==> config.mk <==
export PLATFORM = sky130hd
export DESIGN_NAME = picoblaze_irq_ctrl
export DESIGN_NICKNAME = d
export VERILOG_FILES = /design/src/rtl/picoblaze_irq_ctrl.sv
export SDC_FILE = /design/constraint.sdc
export NUM_CORES = 1
export LEC_CHECK = 0
export CAP_MARGIN = 20
export CORE_ASPECT_RATIO = 1.25
export CORE_MARGIN = 2
export CORE_UTILIZATION = 25
export CTS_CLUSTER_DIAMETER = 200
export DETAILED_ROUTE_END_ITERATION = 16
export HOLD_SLACK_MARGIN = 0.1
export PLACE_DENSITY = 0.57
export SLEW_MARGIN = 20
export SYNTH_ARGS = -nofsm -noshare
export SYNTH_HDL_FRONTEND = slang
export SYNTH_SLANG_ARGS = --single-unit
==> constraint.sdc <==
create_clock -name clk -period 3.75 [get_ports clk]
set_clock_uncertainty 0.1 [all_clocks]
set_input_delay 0.75 -clock clk [delete_from_list [all_inputs] [get_ports clk]]
set_output_delay 0.75 -clock clk [all_outputs]
set_load 0.02 [all_outputs]
==> src/rtl/picoblaze_irq_ctrl.sv <==
// ---------------------------------------------------------------------------
// picoblaze_irq_ctrl
//   Interrupt controller placed beside a KCPSM6 (PicoBlaze) core. Captures
//   rising edges on up to 8 request lines into a pending register, qualifies
//   them with a software mask, picks one source and runs the processor's
//   interrupt / interrupt_ack handshake. Software sees four byte registers at
//   BASE_PORT..BASE_PORT+3 on the port_id/out_port/in_port bus:
//     +0 MASK   RW  source enables
//     +1 PEND   R pending bits, W write-1-to-clear
//     +2 ACTIVE R {in_service, 4'b0, active_id}
//     +3 EOI    W any value ends the current service, reads 0
//
//   Optional build macro: ROUND_ROBIN_EN
//     defined   -> rotating priority starting after the last acknowledged id
//     undefined -> fixed priority, lowest index wins
//
// Ports
//   clk             system clock (rising edge)
//   reset           asynchronous active-high reset
//   irq_req         source requests, rising-edge sensitive
//   port_id         processor port address
//   out_port        processor write data
//   write_strobe    OUTPUT strobe
//   k_write_strobe  OUTPUTK strobe (treated like write_strobe)
//   read_strobe     INPUT strobe (reads have no side effects)
//   rd_data         registered read data, ORed into the in_port mux
//   interrupt       interrupt request to the processor
//   interrupt_ack   acknowledge from the processor
// ---------------------------------------------------------------------------
module picoblaze_irq_ctrl #(
  parameter int          N_SRC     = 4,
  parameter logic [7:0]  BASE_PORT = 8'h10
) (
  input  logic             clk,
  input  logic             reset,
  input  logic [N_SRC-1:0] irq_req,
  input  logic [7:0]       port_id,
  input  logic [7:0]       out_port,
  input  logic             write_strobe,
  input  logic             k_write_strobe,
  input  logic             read_strobe,
  output logic [7:0]       rd_data,
  output logic             interrupt,
  input  logic             interrupt_ack
);

  typedef enum logic [1:0] {
    S_IDLE    = 2'd0,
    S_ASSERT  = 2'd1,
    S_SERVICE = 2'd2
  } state_t;

  state_t             r_state;
  state_t             w_state_next;

  logic [N_SRC-1:0]   r_mask;
  logic [N_SRC-1:0]   r_pend;
  logic [N_SRC-1:0]   r_irq_d;
  logic               r_armed;
  logic               r_in_service;
  logic [2:0]         r_active_id;
  logic [2:0]         r_sel;
  logic [7:0]         r_rd_data;

  logic               w_hit;
  logic               w_wr;
  logic               w_wr_mask;
  logic               w_wr_pend;
  logic               w_wr_eoi;
  logic [7:0]         w_mask8;
  logic [7:0]         w_pend8;
  logic [7:0]         w_elig8;
  logic [N_SRC-1:0]   w_edge;
  logic [N_SRC-1:0]   w_w1c;
  logic [N_SRC-1:0]   w_ack_clr;
  logic [2:0]         w_pick;
  logic               w_pick_vld;
  logic               w_take_sel;
  logic               w_ack_take;
  logic [7:0]         w_rd_value;
  logic               w_unused;

  // Reads are side-effect free and write data above N_SRC is don't-care.
  assign w_unused = ^{read_strobe, out_port};

  // ------------------------------------------------------------------
  // Register decode
  // ------------------------------------------------------------------
  assign w_hit     = (port_id[7:2] == BASE_PORT[7:2]);
  assign w_wr      = w_hit && (write_strobe || k_write_strobe);
  assign w_wr_mask = w_wr && (port_id[1:0] == 2'd0);
  assign w_wr_pend = w_wr && (port_id[1:0] == 2'd1);
  assign w_wr_eoi  = w_wr && (port_id[1:0] == 2'd3);

  // Widen MASK/PEND to a byte; unimplemented sources read as 0.
  genvar gi;
  generate
    for (gi = 0; gi < 8; gi++) begin : g_widen
      if (gi < N_SRC) begin : g_real
        assign w_mask8[gi] = r_mask[gi];
        assign w_pend8[gi] = r_pend[gi];
      end else begin : g_pad
        assign w_mask8[gi] = 1'b0;
        assign w_pend8[gi] = 1'b0;
      end
    end
    for (gi = 0; gi < N_SRC; gi++) begin : g_clr
      assign w_ack_clr[gi] = w_ack_take && (r_sel == 3'(gi));
    end
  endgenerate

  assign w_elig8 = w_pend8 & w_mask8;

  // r_armed stays low for the first clock after reset so that a line which
  // was already high at release is loaded into r_irq_d without being seen as
  // an edge; it must drop and rise again to register.
  assign w_edge = irq_req & ~r_irq_d & {N_SRC{r_armed}};
  assign w_w1c  = w_wr_pend ? out_port[N_SRC-1:0] : '0;

  // ------------------------------------------------------------------
  // Source selection
  // ------------------------------------------------------------------
`ifdef ROUND_ROBIN_EN
  logic [2:0] r_last_acked;
  logic [2:0] w_rr_start;
  logic [3:0] w_rr_idx;

  always_comb begin
    w_pick     = 3'd0;
    w_pick_vld = 1'b0;
    w_rr_idx   = 4'd0;
    w_rr_start = (r_last_acked == 3'(N_SRC-1)) ? 3'd0 : r_last_acked + 3'd1;
    for (int k = 0; k < N_SRC; k++) begin
      w_rr_idx = {1'b0, w_rr_start} + 4'(k);
      if (w_rr_idx >= 4'(N_SRC)) begin
        w_rr_idx = w_rr_idx - 4'(N_SRC);
      end
      if (!w_pick_vld && w_elig8[w_rr_idx[2:0]]) begin
        w_pick     = w_rr_idx[2:0];
        w_pick_vld = 1'b1;
      end
    end
  end

  always_ff @(posedge clk or posedge reset) begin
    if (reset) begin
      r_last_acked <= 3'(N_SRC-1);
    end else if (w_ack_take) begin
      r_last_acked <= r_sel;
    end
  end
`else
  // Scan downwards so the lowest eligible index is the one left standing.
  always_comb begin
    w_pick     = 3'd0;
    w_pick_vld = 1'b0;
    for (int k = N_SRC - 1; k >= 0; k--) begin
      if (w_elig8[k]) begin
        w_pick     = 3'(k);
        w_pick_vld = 1'b1;
      end
    end
  end
`endif

  // ------------------------------------------------------------------
  // Handshake FSM
  // ------------------------------------------------------------------
  always_ff @(posedge clk or posedge reset) begin
    if (reset) begin
      r_state <= S_IDLE;
    end else begin
      r_state <= w_state_next;
    end
  end

  always_comb begin
    w_state_next = r_state;
    case (r_state)
      S_IDLE: begin
        if (w_pick_vld && !r_in_service) begin
          w_state_next = S_ASSERT;
        end
      end
      S_ASSERT: begin
        // A source withdrawn by mask or W1C cancels the request.
        if (!w_elig8[r_sel]) begin
          w_state_next = S_IDLE;
        end else if (interrupt_ack) begin
          w_state_next = S_SERVICE;
        end
      end
      S_SERVICE: begin
        if (w_wr_eoi) begin
          w_state_next = S_IDLE;
        end
      end
      default: w_state_next = S_IDLE;
    endcase
  end

  always_comb begin
    interrupt = (r_state == S_ASSERT);
  end

  assign w_take_sel = (r_state == S_IDLE) && (w_state_next == S_ASSERT);
  assign w_ack_take = (r_state == S_ASSERT) && (w_state_next == S_SERVICE);

  // ------------------------------------------------------------------
  // Register file and status
  // ------------------------------------------------------------------
  always_ff @(posedge clk or posedge reset) begin
    if (reset) begin
      r_mask       <= '0;
      r_pend       <= '0;
      r_irq_d      <= '0;
      r_armed      <= 1'b0;
      r_in_service <= 1'b0;
      r_active_id  <= 3'd0;
      r_sel        <= 3'd0;
    end else begin
      r_irq_d <= irq_req;
      r_armed <= 1'b1;
      if (w_wr_mask) begin
        r_mask <= out_port[N_SRC-1:0];
      end
      // New edges override a same-cycle clear.
      r_pend <= (r_pend & ~w_w1c & ~w_ack_clr) | w_edge;
      if (w_take_sel) begin
        r_sel <= w_pick;
      end
      if (w_ack_take) begin
        r_active_id  <= r_sel;
        r_in_service <= 1'b1;
      end else if (w_wr_eoi) begin
        r_in_service <= 1'b0;
      end
    end
  end

  always_comb begin
    w_rd_value = 8'h00;
    case (port_id[1:0])
      2'd0:    w_rd_value = w_mask8;
      2'd1:    w_rd_value = w_pend8;
      2'd2:    w_rd_value = {r_in_service, 4'b0000, r_active_id};
      default: w_rd_value = 8'h00;
    endcase
  end

  always_ff @(posedge clk or posedge reset) begin
    if (reset) begin
      r_rd_data <= 8'h00;
    end else begin
      r_rd_data <= w_hit ? w_rd_value : 8'h00;
    end
  end

  assign rd_data = r_rd_data;

endmodule

Word-level counts from Yosys, hierarchy flattened
Index checks and enable logic that the tools add are counted.
{"block": "classes", "n_addsub": 0, "mul": 0, "n_div": 0, "order_cmp": 1, "n_eq_ne": 11, "shifts": 0, "muxes": 20, "bitwise": 9, "n_reduce_logical": 17}
{"op": "one-hot mux 8 bit (3 select lines)", "count": 1}
{"op": "bitwise AND 4 bit", "count": 5}
{"op": "NOT 4 bit", "count": 3}
{"op": "logical AND 1 bit", "count": 11}
{"op": "2-to-1 mux 2 bit", "count": 5}
{"op": "2-to-1 mux 3 bit", "count": 3}
{"op": "equality test 2 bit (second input constant)", "count": 4}
{"op": "2-to-1 mux 8 bit", "count": 1}
{"op": "2-to-1 mux 1 bit", "count": 7}
{"op": "equality test 2 x 1 -> 1 bit (second input constant)", "count": 3}
{"op": "equality test 3 x 2 -> 1 bit (second input constant)", "count": 2}
{"op": "equality test 6 x 3 -> 1 bit (second input constant)", "count": 1}
{"op": "one-hot mux 2 bit (3 select lines)", "count": 1}
{"op": "zero test 2 bit", "count": 2}
{"op": "less-than comparator 3 x 4 -> 1 bit (second input constant)", "count": 1}
{"op": "2-to-1 mux 4 bit", "count": 1}
{"op": "OR 4 bit", "count": 1}
{"op": "binary-select mux 1 bit (select 3 bit)", "count": 1}
{"op": "equality test 3 x 1 -> 1 bit (second input constant)", "count": 1}
{"op": "zero test 3 bit", "count": 1}
{"op": "nonzero test 2 bit", "count": 1}
{"op": "zero test 1 bit", "count": 1}
{"op": "logical OR 1 bit", "count": 1}
{"block": "totals", "register_bits": 30, "latchBits": 0, "mem_bits_rw": 0, "rom_bits": 0, "in_bits": 26, "output_inout_bits": 9, "word_cells": 67, "mem_count": 0}

Logic depth before layout (Yosys ltp)
{"block": "logic_depth", "word_depth": 14, "ltp_mapped": 4, "depth_no_buf": 3}

Worst setup path before layout
OpenSTA, ideal clock, no wires.
{"block": "synth_timing", "path_kind": "input to register", "from": "input port_id[3]", "to": "register r_mask[0]", "setup_time_ns": 0.128, "t_arrival_ns": 2.087, "t_required_ns": 3.522, "path_slack_ns": 1.436, "cell_stages": 4, "n_path_buf": 1, "cell_sequence": "or4b_4 > buf_6 > nor4_4 > mux2_1"}
{"block": "synth_via", "elab_chain_cells": 3}
{"item": "start, declared", "line_no": "37", "source": "input logic [7:0] port_id,"}
{"item": "equality test 6 x 3 -> 1 bit", "line_no": "89", "source": "assign w_hit = (port_id[7:2] == BASE_PORT[7:2]);"}
{"item": "logical AND 1 bit", "line_no": "90", "source": "assign w_wr = w_hit && (write_strobe || k_write_strobe);"}
{"item": "logical AND 1 bit", "line_no": "91", "source": "assign w_wr_mask = w_wr && (port_id[1:0] == 2'd0);"}
{"item": "end signal, assigned", "line_no": "225", "source": "r_mask <= out_port[N_SRC-1:0];"}
{"item": "end, declared", "line_no": "56", "source": "logic [N_SRC-1:0] r_mask;"}
No other way between the ends.
A chain may end at the register's enable or synchronous reset.

Worst setup path after layout
Same ends and word-level chain as after synthesis.

==> results.cfg <==
[timing]
tns_ps = 0
tightest_slew_ps = 913
clock.fmax_ghz = 0.408
slew_headroom = 0.390
drv_slew = 0
timing.final.crit_share = 0.654
rsz0062_at_grt = no
setup_viol = 0
final-hold-violation-count = 0
fin_crit_ps = 2450

[place]
hpwlAfterDp_um = 2020
io_buffers = 26
gp_congestion = 0.881

[synth]
synth.distinct_cells = 38
ys_top_cells_by_count = dfrtp_1 (25), nand2_1 (9), o21ai_0 (7)
ys.flop_type = dfrtp_1
yosysWarnings = 0
yosysTopAreaCell = dfrtp_1
ys_ff_latch = 25
netlist_area_mm2 = 0.00127
netlist.area_leader.share = 0.492
seq_area_frac_synth = 0.492
avgSynthCellArea_um2 = 10.5
async_flop_share = 1.00
synth_edf_count = 0
syn_inst = 121
synth_most_common_cell = dfrtp_1
synthTopCellsByArea = dfrtp_1 (49%), mux2_1 (3.5%), nand3b_1 (3.5%)

[clock_network]
cts_sinks = 25
cts_tree = yes
root_buffer = clkbuf_8
cts_resized = 0
clk_path_buf_depth = 2
cts_buffers = 3
htreeDepth = 1
insertion_delay_ps = 270
holdBufCountCts = 0
path_clk_slew_ps = 90
postCtsSetupBuffers = 0

[worst_setup_path]
critical-path-max-stage-delay_ps = 610
r2r_cells = 2
crit_buf_inv = 1
arrival_ps = 2510
crit_slowest_cell = or4b_4
cp_top_family = simple AND/OR/NAND/NOR gates
endpoint_kind = flop
rr_endpoint = r_state[0]
cp_max_fo = 9
crit_chain = clkdlybuf4s50_1 -> or4b_4 -> nor4_4 -> mux2_1
regToRegSetupSlack_ps = 2130
worstReg2RegStart = r_sel[1]
worstSetupStartpoint = port_id[3]
critPathLaunchType = input port
criticalPathCategory = input port to flop
required_ps = 3810

[grt]
grt-ovfl-total = 0
grt_pass1_wl_um = 4360
grt.total_usage = 0.0991
grt_max_degree = 26
grt_pass1_vias = 996
antenna_found_initial = 0

[worst_hold_path]
hold_end = r_pend[2]
hold_class = flop to flop
holdPathStages = 1
hp-start = r_irq_d[2]

[cells_and_area]
fin_nets = 171
antenna_cells = 0
synthToLayoutAreaGrowth_pct = 26.9
drive_gt1_frac = 0.0694
nFillCells = 517

[die]
start_util = 0.254
coreArea_mm2 = 0.00501
row_count = 29
ios = 35
die_w_um = 67.8
die_area_mm2 = 0.00567
die_h_um = 83.7

[outcome]
outcome = completed

[routing]
drt_wl_total_um = 2660
vias = 1029
drt_iter0_drc = 27
ant_nets = 0
drtPass1Iterations = 4
routedWlPerCell_um = 12.9
drc = 0
drt-vias-per-instance = 5.00

[run]
cap_violations = 0

[power_and_ir_drop]
power_uw = 583
ir_drop_mv = 0.236
p_per_area_mw_per_mm2 = 362
p_leak_nw = 0.603
==> worst max-delay path by stage <==
| stage | to | slack, ps | cells past startpoint |
|---|---|---|---|
| finish | r_mask[0] | 1300 | 4 |
| global route | r_mask[3] | 1220 | 4 |
| CTS | r_mask[0] | 1290 | 4 |
| detailed placement | r_mask[0] | 1000 | 4 |
| global placement | r_mask[1] | 1020 | 4 |
| floorplan | r_mask[0] | 1440 | 4 |
==> kinds of logic after synthesis <==
kind of cell    share of synthesized area
other cells                       0.00591
simple gates                        0.183
buf+inv                            0.0590
compound gates                      0.175
mux                                0.0846
flops                               0.492
==> where the power goes <==
part	internal (mW)	switching, mW
logic	0.0516	0.0397
registers	0.287	0.0396
clock network	0.0755	0.0896
total	0.414	0.169
==> stage by stage <==
step	area [um^2]	setup slack (ps)	hold slack, ps	cells	utilization
global placement	1560	1020	306	202	0.312
floorplan	1280	1440	299	123	-
global route	1610	1220	348	206	0.322
finish	1610	1300	324	206	0.322
CTS	1610	1290	327	206	0.322
detailed placement	1560	997	314	202	0.312
==> sequential cells by signal, indices dropped and copies added (netlist names) <==
name and flops:
r_in_service 1, r_armed 1, r_active_id 2, r_sel 2, r_state 2, r_mask 4, rd_data 5, r_irq_d 4
r_pend 4
==> per-layer routing <==
layer  share of wire  track usage  vias to the layer above
met5               0            0                        -
met4           0.022       0.0436                        0
met3           0.051       0.0216                        6
met2            0.52        0.165                       40
met1            0.40        0.119                      495
li1                -            -                      488
==> layout by cell type (no fill, tap or decap) <==
cell             netlist  final
or4b_4                 1      1
a22oi_1                1      1
nand3b_1               6      6
a2bb2oi_1              1      1
o211ai_1               5      5
a21oi_1                3      3
clkbuf_8               0      3
o41ai_1                2      2
or3_1                  2      2
dfrtp_1               25     25
nand2b_1               1      1
clkinvlp_4             0      1
a32o_1                 2      2
nand4b_1               1      1
nand2_1                9      9
nand3_1                4      4
mux4_2                 1      1
a31o_2                 1      1
nor3_1                 6      6
nor4_4                 1      1
or2_2                  1      1
mux2_1                 4      4
o21ai_0                7      7
mux2i_1                4      4
nor2b_1                1      1
or3_2                  1      1
nor2_1                 4      4
o31ai_1                1      1
o22ai_1                2      2
inv_1                  6      6
conb_1                 2      4
o22a_1                 2      2
o32ai_1                1      1
a211o_1                2      2
clkdlybuf4s50_1        0     26
nor4_1                 1      1
a32oi_1                1      1
==> worst register-to-register path: stages, from the launching register on <==
cell and delay [ps]:
dfrtp_1 580, mux4_2 580, o41ai_1 260
==> area by class of cell <==
class / instances / area, um^2 / share of cell area
inverters: 6 / 22.5 / 0.0140
repair buffers: 26 / 260 / 0.161
flip-flops and latches: 25 / 626 / 0.388
multi-input cells: 83 / 578 / 0.358
clock buffers: 3 / 41.3 / 0.0256
clock inverters: 1 / 7.51 / 0.00465
well taps: 62 / 77.6 / 0.0481
Power figures use the tool's default switching activity.
